<file path="config.mk">
export PLATFORM = sky130hd
export DESIGN_NAME = controle_elevador
export DESIGN_NICKNAME = d
export VERILOG_FILES = /design/src/rtl/controle_elevador.sv
export SDC_FILE = /design/constraint.sdc
export NUM_CORES = 1
export LEC_CHECK = 0
export BUFFER_PORTS_ARGS = -buffer_cell sky130_fd_sc_hd__buf_2
export CORE_UTILIZATION = 53
export DETAILED_ROUTE_END_ITERATION = 12
export MAX_ROUTING_LAYER = met4
export PLACE_DENSITY = 0.76
export SETUP_SLACK_MARGIN = 0.5
export SYNTH_ARGS = -nofsm -noshare
export SYNTH_HDL_FRONTEND = slang
export SYNTH_SLANG_ARGS = --single-unit
</file>
<file path="constraint.sdc">
create_clock -name clock -period 4.05 [get_ports clock]
set_input_delay 0.405 -clock clock [delete_from_list [all_inputs] [get_ports clock]]
set_output_delay 0.405 -clock clock [all_outputs]
set_load 0.005 [all_outputs]
</file>
<file path="src/rtl/controle_elevador.sv">
// controle_elevador: SCAN scheduler for the elevator car.
// The controller reads the latched floor requests and moves the car one floor at a time.
// It keeps its current direction while requests remain ahead of the car.
// It stops at every requested floor and holds the door open there.
// While the door is open, cl clears the request of the floor being served.
module controle_elevador #(
    parameter int N_ANDARES = 16,
    parameter int T_MOVE    = 50,
    parameter int T_PORTA   = 200
) (
    input  logic                         clock,
    input  logic                         reset,
    input  logic [N_ANDARES-1:0]         estadobotao,
    output logic [N_ANDARES-1:0]         cl,
    output logic [$clog2(N_ANDARES)-1:0] andar,
    output logic                         subindo,
    output logic                         movendo,
    output logic                         porta_aberta
);

    localparam int AW   = $clog2(N_ANDARES);
    localparam int TMAX = (T_PORTA > T_MOVE) ? T_PORTA : T_MOVE;
    localparam int TW   = (TMAX > 1) ? $clog2(TMAX) : 1;

    localparam logic [N_ANDARES-1:0] UM_N        = {{(N_ANDARES-1){1'b0}}, 1'b1};
    localparam logic [TW-1:0]        CARGA_MOVE  = TW'(T_MOVE - 1);
    localparam logic [TW-1:0]        CARGA_PORTA = TW'(T_PORTA - 1);

    typedef enum logic [1:0] {
        PARADO = 2'd0,
        MOVER  = 2'd1,
        PORTA  = 2'd2
    } estado_t;

    estado_t                estado_r, estado_nx_s;
    logic [TW-1:0]          timer_r, timer_nx_s;
    logic [AW-1:0]          andar_r, andar_nx_s;
    logic                   subindo_r, subindo_nx_s;
    logic                   movendo_r, movendo_nx_s;
    logic                   porta_r, porta_nx_s;
    logic [N_ANDARES-1:0]   cl_r, cl_nx_s;

    logic [N_ANDARES-1:0]   onehot_s;
    logic [N_ANDARES-1:0]   mascara_abaixo_s;
    logic [N_ANDARES-1:0]   mascara_acima_s;
    logic                   aqui_s;
    logic                   acima_s;
    logic                   abaixo_s;

    assign cl           = cl_r;
    assign andar        = andar_r;
    assign subindo      = subindo_r;
    assign movendo      = movendo_r;
    assign porta_aberta = porta_r;

    // Request flags relative to the current floor: the floor itself, floors above, floors below
    always_comb begin
        onehot_s         = UM_N << andar_r;
        mascara_abaixo_s = onehot_s - UM_N;
        mascara_acima_s  = ~(mascara_abaixo_s | onehot_s);
        aqui_s           = |(estadobotao & onehot_s);
        acima_s          = |(estadobotao & mascara_acima_s);
        abaixo_s         = |(estadobotao & mascara_abaixo_s);
    end

    // Next-state and next-output logic; every register holds its value unless a branch changes it
    always_comb begin
        estado_nx_s  = estado_r;
        timer_nx_s   = timer_r;
        andar_nx_s   = andar_r;
        subindo_nx_s = subindo_r;
        movendo_nx_s = movendo_r;
        porta_nx_s   = porta_r;
        cl_nx_s      = cl_r;
        case (estado_r)
            PARADO: begin
                if (aqui_s) begin
                    estado_nx_s = PORTA;
                    timer_nx_s  = CARGA_PORTA;
                    porta_nx_s  = 1'b1;
                    cl_nx_s     = onehot_s;
                end else if (subindo_r && acima_s) begin
                    estado_nx_s  = MOVER;
                    timer_nx_s   = CARGA_MOVE;
                    movendo_nx_s = 1'b1;
                end else if (!subindo_r && abaixo_s) begin
                    estado_nx_s  = MOVER;
                    timer_nx_s   = CARGA_MOVE;
                    movendo_nx_s = 1'b1;
                end else if (acima_s) begin
                    // Nothing ahead in the current direction: reverse to go up
                    estado_nx_s  = MOVER;
                    timer_nx_s   = CARGA_MOVE;
                    movendo_nx_s = 1'b1;
                    subindo_nx_s = 1'b1;
                end else if (abaixo_s) begin
                    // Nothing ahead in the current direction: reverse to go down
                    estado_nx_s  = MOVER;
                    timer_nx_s   = CARGA_MOVE;
                    movendo_nx_s = 1'b1;
                    subindo_nx_s = 1'b0;
                end else begin
                    estado_nx_s = PARADO;
                end
            end
            MOVER: begin
                if (timer_r == {TW{1'b0}}) begin
                    estado_nx_s  = PARADO;
                    movendo_nx_s = 1'b0;
                    if (subindo_r) begin
                        andar_nx_s = andar_r + AW'(1);
                    end else begin
                        andar_nx_s = andar_r - AW'(1);
                    end
                end else begin
                    timer_nx_s = timer_r - TW'(1);
                end
            end
            PORTA: begin
                if (timer_r == {TW{1'b0}}) begin
                    estado_nx_s = PARADO;
                    porta_nx_s  = 1'b0;
                    cl_nx_s     = {N_ANDARES{1'b0}};
                end else begin
                    timer_nx_s = timer_r - TW'(1);
                end
            end
            default: begin
                // Unreachable encoding: return to a safe, idle decision state
                estado_nx_s  = PARADO;
                timer_nx_s   = {TW{1'b0}};
                movendo_nx_s = 1'b0;
                porta_nx_s   = 1'b0;
                cl_nx_s      = {N_ANDARES{1'b0}};
            end
        endcase
    end

    // State and output registers with synchronous reset to floor 0, heading up, idle
    always_ff @(posedge clock) begin
        if (reset) begin
            estado_r  <= PARADO;
            timer_r   <= {TW{1'b0}};
            andar_r   <= {AW{1'b0}};
            subindo_r <= 1'b1;
            movendo_r <= 1'b0;
            porta_r   <= 1'b0;
            cl_r      <= {N_ANDARES{1'b0}};
        end else begin
            estado_r  <= estado_nx_s;
            timer_r   <= timer_nx_s;
            andar_r   <= andar_nx_s;
            subindo_r <= subindo_nx_s;
            movendo_r <= movendo_nx_s;
            porta_r   <= porta_nx_s;
            cl_r      <= cl_nx_s;
        end
    end

endmodule

</file>
==> results of run 1 <==
-- layout by cell type (no fill, tap or decap), types with 4 or more instances in the layout --
cell	instances
sky130_fd_sc_hd__dfxtp_1	32
sky130_fd_sc_hd__buf_2	40
sky130_fd_sc_hd__nor2_1	12
sky130_fd_sc_hd__a22oi_1	11
sky130_fd_sc_hd__nand2_1	29
sky130_fd_sc_hd__buf_4	8
sky130_fd_sc_hd__or3_1	4
sky130_fd_sc_hd__inv_1	15
sky130_fd_sc_hd__o2111ai_1	4
sky130_fd_sc_hd__a32o_1	17
sky130_fd_sc_hd__a21oi_1	18
sky130_fd_sc_hd__xnor2_1	4
sky130_fd_sc_hd__and2_1	4
sky130_fd_sc_hd__ha_1	24
sky130_fd_sc_hd__o21ai_0	14
sky130_fd_sc_hd__clkbuf_8	7
sky130_fd_sc_hd__nor2b_1	5
sky130_fd_sc_hd__nand3_1	11
-- registers in the layout, indices dropped and copies added (netlist names) --
signal / cells
cl: 16
timer_r: 8
andar: 4
estado_r: 2
movendo: 1
porta_aberta: 1
subindo: 1
-- through the flow --
stage | util | cell area, sq um | hold WS (ps) | worst slack [ps]
5_1_grt | 0.6341 | 2780 | 476.6 | 523.6
3_5_place_dp | 0.6067 | 2660 | 451.4 | 517.0
4_1_cts | 0.6310 | 2766 | 467.3 | 669.7
3_3_place_gp | 0.6067 | 2660 | 446.0 | 660.7
6_report | 0.6341 | 2780 | 463.1 | 809.5
2_1_floorplan | - | 2421 | 465.6 | 628.7
-- critical path, delay by kind of cell (launching register included) --
family	cells	cell delay (ps)
AOI/OAI and AO/OA	4	800
DFF	1	350
and+or+nand+nor	6	1110
buffers and inverters	2	360
adders and majority gates	2	520
-- repair_timing --
| action | CTS | global route |
|---|---|---|
| setup endpoints to repair | 1 | 4 |
| setup buffers | 0 | 0 |
| gates resized for setup | 1 | 4 |
-- how the worst min path moves through the flow --
stage | startpoint | to | slack (ps)
floorplan | cl[10]$_SDFFE_PP0P_ | cl[10]$_SDFFE_PP0P_ | 470
global placement | cl[4]$_SDFFE_PP0P_ | cl[4]$_SDFFE_PP0P_ | 450
detailed placement | cl[6]$_SDFFE_PP0P_ | cl[6]$_SDFFE_PP0P_ | 450
CTS | cl[6]$_SDFFE_PP0P_ | cl[6]$_SDFFE_PP0P_ | 470
global route | cl[4]$_SDFFE_PP0P_ | cl[4]$_SDFFE_PP0P_ | 480
finish | cl[6]$_SDFFE_PP0P_ | cl[6]$_SDFFE_PP0P_ | 460
-- power breakdown --
part	leakage (uW)	internal [uW]	switching [uW]	total [uW]
clock network	0.0000542	154	125	279
logic	0.000851	295	404	698
registers	0.000269	385	60.9	446
total	0.00117	834	590	1420
-- cells by family (layout without fill, tap and decap cells) --
kind of cell / after synthesis / in the layout / share of synthesized area
compound gates: 93 / 93 / 0.2858
fa+ha+maj: 25 / 25 / 0.1323
buf+inv: 34 / 71 / 0.05891
mux: 3 / 3 / 0.01344
xor+xnor: 7 / 7 / 0.02532
simple gates: 93 / 93 / 0.2114
flops: 33 / 33 / 0.2729
-- per-layer routing --
metal | routed length (microns) | share of wire | vias up
li1 | - | - | 1157
met1 | 3016 | 0.46 | 1157
met2 | 2927 | 0.44 | 121
met3 | 544 | 0.083 | 9
met4 | 98 | 0.015 | 0
met5 | 0 | 0 | -
-- final cells by class --
class                           count  area (sq um)
Clock inverter                      1         5.005
Timing Repair Buffer               48         260.3
Fill cell                         383          1604
Clock buffer                        7         96.34
Tap cell                           52         65.06
Multi-Input combinational cell    221          1635
Inverter                           15         56.30
Sequential cell                    33         661.9
==> results_dict.tcl, run 1 <==
set metrics [dict create \
    rsz0062_at_grt "no" \
    drt_iter0_drc 259 \
    grt.total_usage 0.2884 \
    placed_cells 369 \
    synth.cell_area_sq_um 2421 \
    final_period_minus_worst_setup_slack_ps 3241 \
    timing.final.crit_share 0.8001 \
    reg2reg_slack_ps 810 \
    avgSynthCellArea_sq_um 8.407 \
    power-per-cell-area_nw_per_um2 511.9 \
    area_growth_syn_to_layout_pct 14.83 \
    layout-drive-gt1-share 0.2185 \
    die_footprint_sq_um 4842 \
    maxCapViolations 0 \
    coreArea_sq_um 4384 \
    place_congestion 0.9729 \
    synth.top_cells.by_count "sky130_fd_sc_hd__dfxtp_1, sky130_fd_sc_hd__nand2_1, sky130_fd_sc_hd__ha_1" \
    drcViolationCount 0 \
    crit_end "timer_r[6]$_SDFFE_PP0P_" \
    wl_per_cell_microns 17.47 \
    grt_busiest_layer "met2" \
    synth_enable_flop_cells 0 \
    worst-slew-pin-transition_ps 705.9 \
    post-layout-total-power_uw 1423 \
    synth_top_area_frac 0.2729 \
    critical_path.slowest_cell "sky130_fd_sc_hd__and4_2" \
    grt_start_max_net_pins 21 \
    die_height_microns 69.59 \
    cts.htree.levels 2 \
    max_rail_drop_vdd_v 0.0003640 \
    report.final.slew_viol_count 0 \
    detailed_route_via_count 2444 \
    viasPerCell 6.483 \
    timing.hold.worst_path_depth 1 \
    r2r_startpoint "andar[1]$_SDFFE_PP0P_" \
    startpoint_type "flop" \
    slew_headroom 0.5227 \
    grt_met1_use 0.3942 \
    setup_tns_ps 0 \
    cts_tree "built" \
    port_buffers 40 \
    reg2reg_to "timer_r[6]$_SDFFE_PP0P_" \
    grt-ovfl-total 0 \
    synth-seq-area-share 0.2729 \
    grt_antenna_before_repair 0 \
    grt_pass1_vias 2228 \
    clock_latency_ps 290 \
    endpoint_kind "flop" \
    clock_sink_count 33 \
    yosysWarningCount 0 \
    grt_util_met2 0.4250 \
    cts_hold_buf 0 \
    most_frequent_cell_after_synthesis "sky130_fd_sc_hd__dfxtp_1" \
    grt_first_pass_wirelength_microns 10750 \
    ys.flop_type "sky130_fd_sc_hd__dfxtp_1" \
    initial_core_util 0.5522 \
    synthesis.instances 288 \
    boundaryPins 41 \
    dp_hpwl_microns 4846 \
    first_element_of_the_critical_path "andar[1]$_SDFFE_PP0P_" \
    setup-violations-final 0 \
    clock_tree.root_cell "sky130_fd_sc_hd__clkbuf_8" \
    post_synthesis_cell_type_with_the_largest_combined_area "sky130_fd_sc_hd__dfxtp_1" \
    outcome "finished, final reports clean" \
    worstHoldPathType "reg -> reg" \
    die_width_microns 69.59 \
    final-instance-count-excl-fill 377 \
    synth_async_sr_flop_share 0 \
    crit_type "reg -> reg" \
    synth_area_leaders "sky130_fd_sc_hd__dfxtp_1, sky130_fd_sc_hd__ha_1, sky130_fd_sc_hd__a32o_1" \
    critical_path.cell_chain "buf_4 -> nor2b_1 -> buf_4 -> nand2_1 -> ha_1 -> o21ai_0 -> a21o_1 -> ha_1 -> a22oi_1 -> nand3_1 -> nor3_2 -> and4_2 -> nor2_1 -> a221oi_1" \
    arrival_ps 3440 \
    cts.clk_slew.worst_paths_ps 70 \
    cp.required_ps 4250 \
    nets 367 \
    first_pass_iters 6 \
    grt_use_met3 0.05959 \
    cts_inserted_buffers 5 \
    postSynthNetCount 331 \
    postSynthRegisterBits 33 \
    worst_clock_skew_ps 9.183 \
    power_leakage_uw 0.001174 \
    worst-path-max-fanout 11 \
    count_of_antenna_diodes_in_the_layout 0 \
    clk_path_buf_depth 2 \
    yosysUniqueCellTypes 61 \
    worst_r2r_path_depth 14 \
    finalHoldViolations 0 \
    core.rowCount 24 \
    fmax_ghz 0.3086 \
    route.final.wire_length_microns 6586 \
    cpPeakStageDelay_ps 380 \
    drtAntennaViolNets 0 \
]
No activity file was read; power rests on OpenSTA's default activity.
==> run 2, diff against run 1 <==
--- a/config.mk
+++ b/config.mk
@@ -5,6 +5,7 @@
 export SDC_FILE = /design/constraint.sdc
 export NUM_CORES = 1
 export LEC_CHECK = 0
+export ABC_AREA = 1
 export BUFFER_PORTS_ARGS = -buffer_cell sky130_fd_sc_hd__buf_2
 export CORE_UTILIZATION = 53
 export DETAILED_ROUTE_END_ITERATION = 12
==> constraint.sdc (replaced) <==
create_clock -name clock -period 3.2 [get_ports clock]
set_input_delay 0.32 -clock clock [delete_from_list [all_inputs] [get_ports clock]]
set_output_delay 0.32 -clock clock [all_outputs]
set_load 0.005 [all_outputs]
==> results_dict.tcl, run 2 <==
set metrics [dict create \
    power-per-cell-area_nw_per_um2 714.6 \
    port_buffers 40 \
    clock_sink_count 33 \
    synth-seq-area-share 0.2655 \
    max_rail_drop_vdd_v 0.0006122 \
    postSynthNetCount 445 \
    synth_area_leaders "sky130_fd_sc_hd__dfxtp_1, sky130_fd_sc_hd__nand2_1, sky130_fd_sc_hd__ha_1" \
    violations "DRC" \
    layout-drive-gt1-share 0.2559 \
    cts_hold_buf 0 \
    power_leakage_uw 0.001574 \
    cts.clk_slew.worst_paths_ps 70 \
    finalHoldViolations 0 \
    clk_path_buf_depth 2 \
    synth_async_sr_flop_share 0 \
    final_common_cell "sky130_fd_sc_hd__nand2_1" \
    postSynthRegisterBits 33 \
    r2r_startpoint "andar[0]$_SDFFE_PP0P_" \
    count_of_antenna_diodes_in_the_layout 0 \
    grt_pass1_vias 2612 \
    boundaryPins 41 \
    grt.total_usage 0.3131 \
    startpoint_type "flop" \
    timing.final.crit_share 0.8481 \
    route.final.wire_length_microns 7350 \
    die_height_microns 70.53 \
    nets 507 \
    arrival_ps 2900 \
    slew_headroom 0.6876 \
    die_width_microns 70.53 \
    drtAntennaViolNets 0 \
    synth_top_area_frac 0.2655 \
    drt_iter0_drc 285 \
    area_growth_syn_to_layout_pct 29.66 \
    final-instance-count-excl-fill 517 \
    post_synthesis_cell_type_with_the_largest_combined_area "sky130_fd_sc_hd__dfxtp_1" \
    grt_first_pass_wirelength_microns 11910 \
    maxCapViolations 0 \
    synthMuxAreaShare 0 \
    viasPerCell 5.627 \
    worst_clock_skew_ps 7.055 \
    worst-path-max-fanout 8 \
    hold-path-endpoint "cl[13]$_SDFFE_PP0P_" \
    clock_latency_ps 290 \
    synth_fa_ha_area_frac 0.1287 \
    coreArea_sq_um 4444 \
    most_frequent_cell_after_synthesis "sky130_fd_sc_hd__nand2_1" \
    worst_r2r_path_depth 21 \
    synth_compound_gate_area_share 0.1001 \
    reg2reg_slack_ps 490 \
    worst-slew-pin-transition_ps 465.4 \
    grt_antenna_before_repair 0 \
    cp.required_ps 3390 \
    synth.top_cells.by_count "sky130_fd_sc_hd__nand2_1, sky130_fd_sc_hd__nor2_1, sky130_fd_sc_hd__inv_1" \
    yosysWarningCount 0 \
    endpoint_kind "flop" \
    cts_inserted_buffers 5 \
    outcome "complete, but fails checks" \
    fmax_ghz 0.3685 \
    ys.flop_type "sky130_fd_sc_hd__dfxtp_1" \
    setup-violations-final 0 \
    place_congestion 0.9895 \
    first_pass_iters 9 \
    dp_hpwl_microns 5069 \
    wl_per_cell_microns 14.22 \
    grt-ovfl-total 0 \
    crit_type "reg -> reg" \
    cts_tree "built" \
    die_footprint_sq_um 4974 \
    core.rowCount 24 \
    placed_cells 490 \
    synth_xor_xnor_area_share 0.01056 \
    clock_tree.root_cell "sky130_fd_sc_hd__clkbuf_8" \
    synth_enable_flop_cells 0 \
    largest_family_of_logic_cells_by_synthesized_area "simple AND/OR/NAND/NOR gates" \
    yosysUniqueCellTypes 28 \
    grt_start_max_net_pins 20 \
    avgSynthCellArea_sq_um 6.191 \
    initial_core_util 0.5600 \
    detailed_route_via_count 2909 \
    final_period_minus_worst_setup_slack_ps 2714 \
    setup_tns_ps 0 \
    timing.hold.worst_path_depth 2 \
    worstHoldPathType "in -> reg" \
    most-common-layout-cells "sky130_fd_sc_hd__nand2_1, sky130_fd_sc_hd__inv_1, sky130_fd_sc_hd__buf_2" \
    drcViolationCount 6 \
    synth.cell_area_sq_um 2489 \
    post_synth_and_or_nand_nor_area_fraction 0.4007 \
    hold_path_startpoint "reset" \
    synthesis.instances 402 \
    largest_reg_flops 16 \
    rsz0062_at_grt "yes" \
    report.final.slew_viol_count 0 \
    reg2reg_to "timer_r[0]$_SDFFE_PP0P_" \
    filler_cell_count 378 \
    cts.htree.levels 2 \
]
## run 2: changes by cell type in the layout (fill, tap and decap cells not counted), moves of 9 or more
cell and delta:
sky130_fd_sc_hd__a21oi_1 +13, sky130_fd_sc_hd__a22oi_1 -11, sky130_fd_sc_hd__a32o_1 -17, sky130_fd_sc_hd__buf_4 +9, sky130_fd_sc_hd__inv_1 +26, sky130_fd_sc_hd__nand2_1 +91, sky130_fd_sc_hd__nand3_1 +16, sky130_fd_sc_hd__nand4_1 +10
sky130_fd_sc_hd__nor2_1 +27, sky130_fd_sc_hd__nor2_2 +11, sky130_fd_sc_hd__nor2_4 +9
## run 2: worst max-delay path by stage
stage / startpoint / end / slack (ps) / depth (start not counted)
after floorplan: andar[1]$_SDFFE_PP0P_ / timer_r[3]$_SDFFE_PP0P_ / 570 / 20
final: andar[0]$_SDFFE_PP0P_ / timer_r[0]$_SDFFE_PP0P_ / 490 / 21
after CTS: andar[1]$_SDFFE_PP0P_ / timer_r[2]$_SDFFE_PP0P_ / 500 / 21
after global placement: andar[1]$_SDFFE_PP0P_ / timer_r[2]$_SDFFE_PP0P_ / 190 / 21
after detailed placement: andar[1]$_SDFFE_PP0P_ / timer_r[2]$_SDFFE_PP0P_ / 80 / 21
after global routing: andar[0]$_SDFFE_PP0P_ / timer_r[0]$_SDFFE_PP0P_ / 290 / 21
## run 2: logic make-up (layout without fill, tap and decap cells)
family | Yosys count | in the layout
AOI/OAI and AO/OA | 48 | 48
xor gates and xnor gates | 3 | 3
adders and majority gates | 25 | 25
buffers and inverters | 58 | 121
DFF | 33 | 33
and+or+nand+nor | 235 | 235
## run 2: cell type report
| class | instances | area, sq um | share of cell area |
|---|---|---|---|
| clock buffers | 5 | 68.82 | 0.02133 |
| clock inverters | 3 | 65.06 | 0.02016 |
| inverters | 49 | 198.9 | 0.06165 |
| multi-input cells | 311 | 1755 | 0.5440 |
| flip-flops and latches | 33 | 670.6 | 0.2078 |
| well taps | 52 | 65.06 | 0.02016 |
| repair buffers | 63 | 395.4 | 0.1225 |
| repair inverters | 1 | 7.507 | 0.002326 |
## run 2: through the flow
step                      instance area, sq um  hold WS (ps)  power, uW  setup slack (ps)    util
after floorplan                           2489         455.5       1356             573.3       -
after detailed placement                  2740         450.0       1591             79.01  0.6166
after global routing                      3227         433.8       2484             292.6  0.7261
after CTS                                 3102         417.8       2198             498.3  0.6979
after global placement                    2740         446.2       1568             190.7  0.6166
final                                     3227         422.2       2306             486.0  0.7261
## run 2: power breakdown
part           internal [uW]  total (uW)  switching [uW]  leakage [uW]
Sequential               488         555            66.7      0.000271
Clock                    309         469             159     0.0000681
Combinational            477        1280             805       0.00123
Total                   1270        2310            1030       0.00157
## run 2: timing repair
| item | 4_1_cts | 5_1_grt |
|---|---|---|
| cloned | 1 | 0 |
| gates resized for setup | 35 | 26 |
| buffers inserted | 15 | 3 |
| setup endpoints to repair | 11 | 11 |
| pin swaps | 9 | 21 |
## run 2: worst max-delay path: stages, from the launching register on
cell and delay, ps:
sky130_fd_sc_hd__dfxtp_4 420, sky130_fd_sc_hd__inv_6 60, sky130_fd_sc_hd__nand2_8 80, sky130_fd_sc_hd__nor2_4 50, sky130_fd_sc_hd__nor2_4 150, sky130_fd_sc_hd__buf_6 120, sky130_fd_sc_hd__buf_6 90, sky130_fd_sc_hd__buf_6 80
sky130_fd_sc_hd__nand4_1 70, sky130_fd_sc_hd__ha_1 300, sky130_fd_sc_hd__nand2_1 50, sky130_fd_sc_hd__nand2_1 50, sky130_fd_sc_hd__nor2_2 130, sky130_fd_sc_hd__nand3_1 90, sky130_fd_sc_hd__nor2_1 100, sky130_fd_sc_hd__nand2_1 90
sky130_fd_sc_hd__nor2_2 130, sky130_fd_sc_hd__nand3_2 110, sky130_fd_sc_hd__nand2_4 150, sky130_fd_sc_hd__clkinvlp_4 140, sky130_fd_sc_hd__nor2_1 110, sky130_fd_sc_hd__nor2_1 40
## run 2: per-layer routing
layer | part of all wire | track usage | routed length [microns] | up-vias
li1 | - | - | - | 1409
met1 | 0.43 | 0.3837 | 3138 | 1321
met2 | 0.46 | 0.4995 | 3398 | 148
met3 | 0.076 | 0.07648 | 559 | 31
met4 | 0.034 | 0.1134 | 252 | 0
met5 | 0 | - | 0 | -
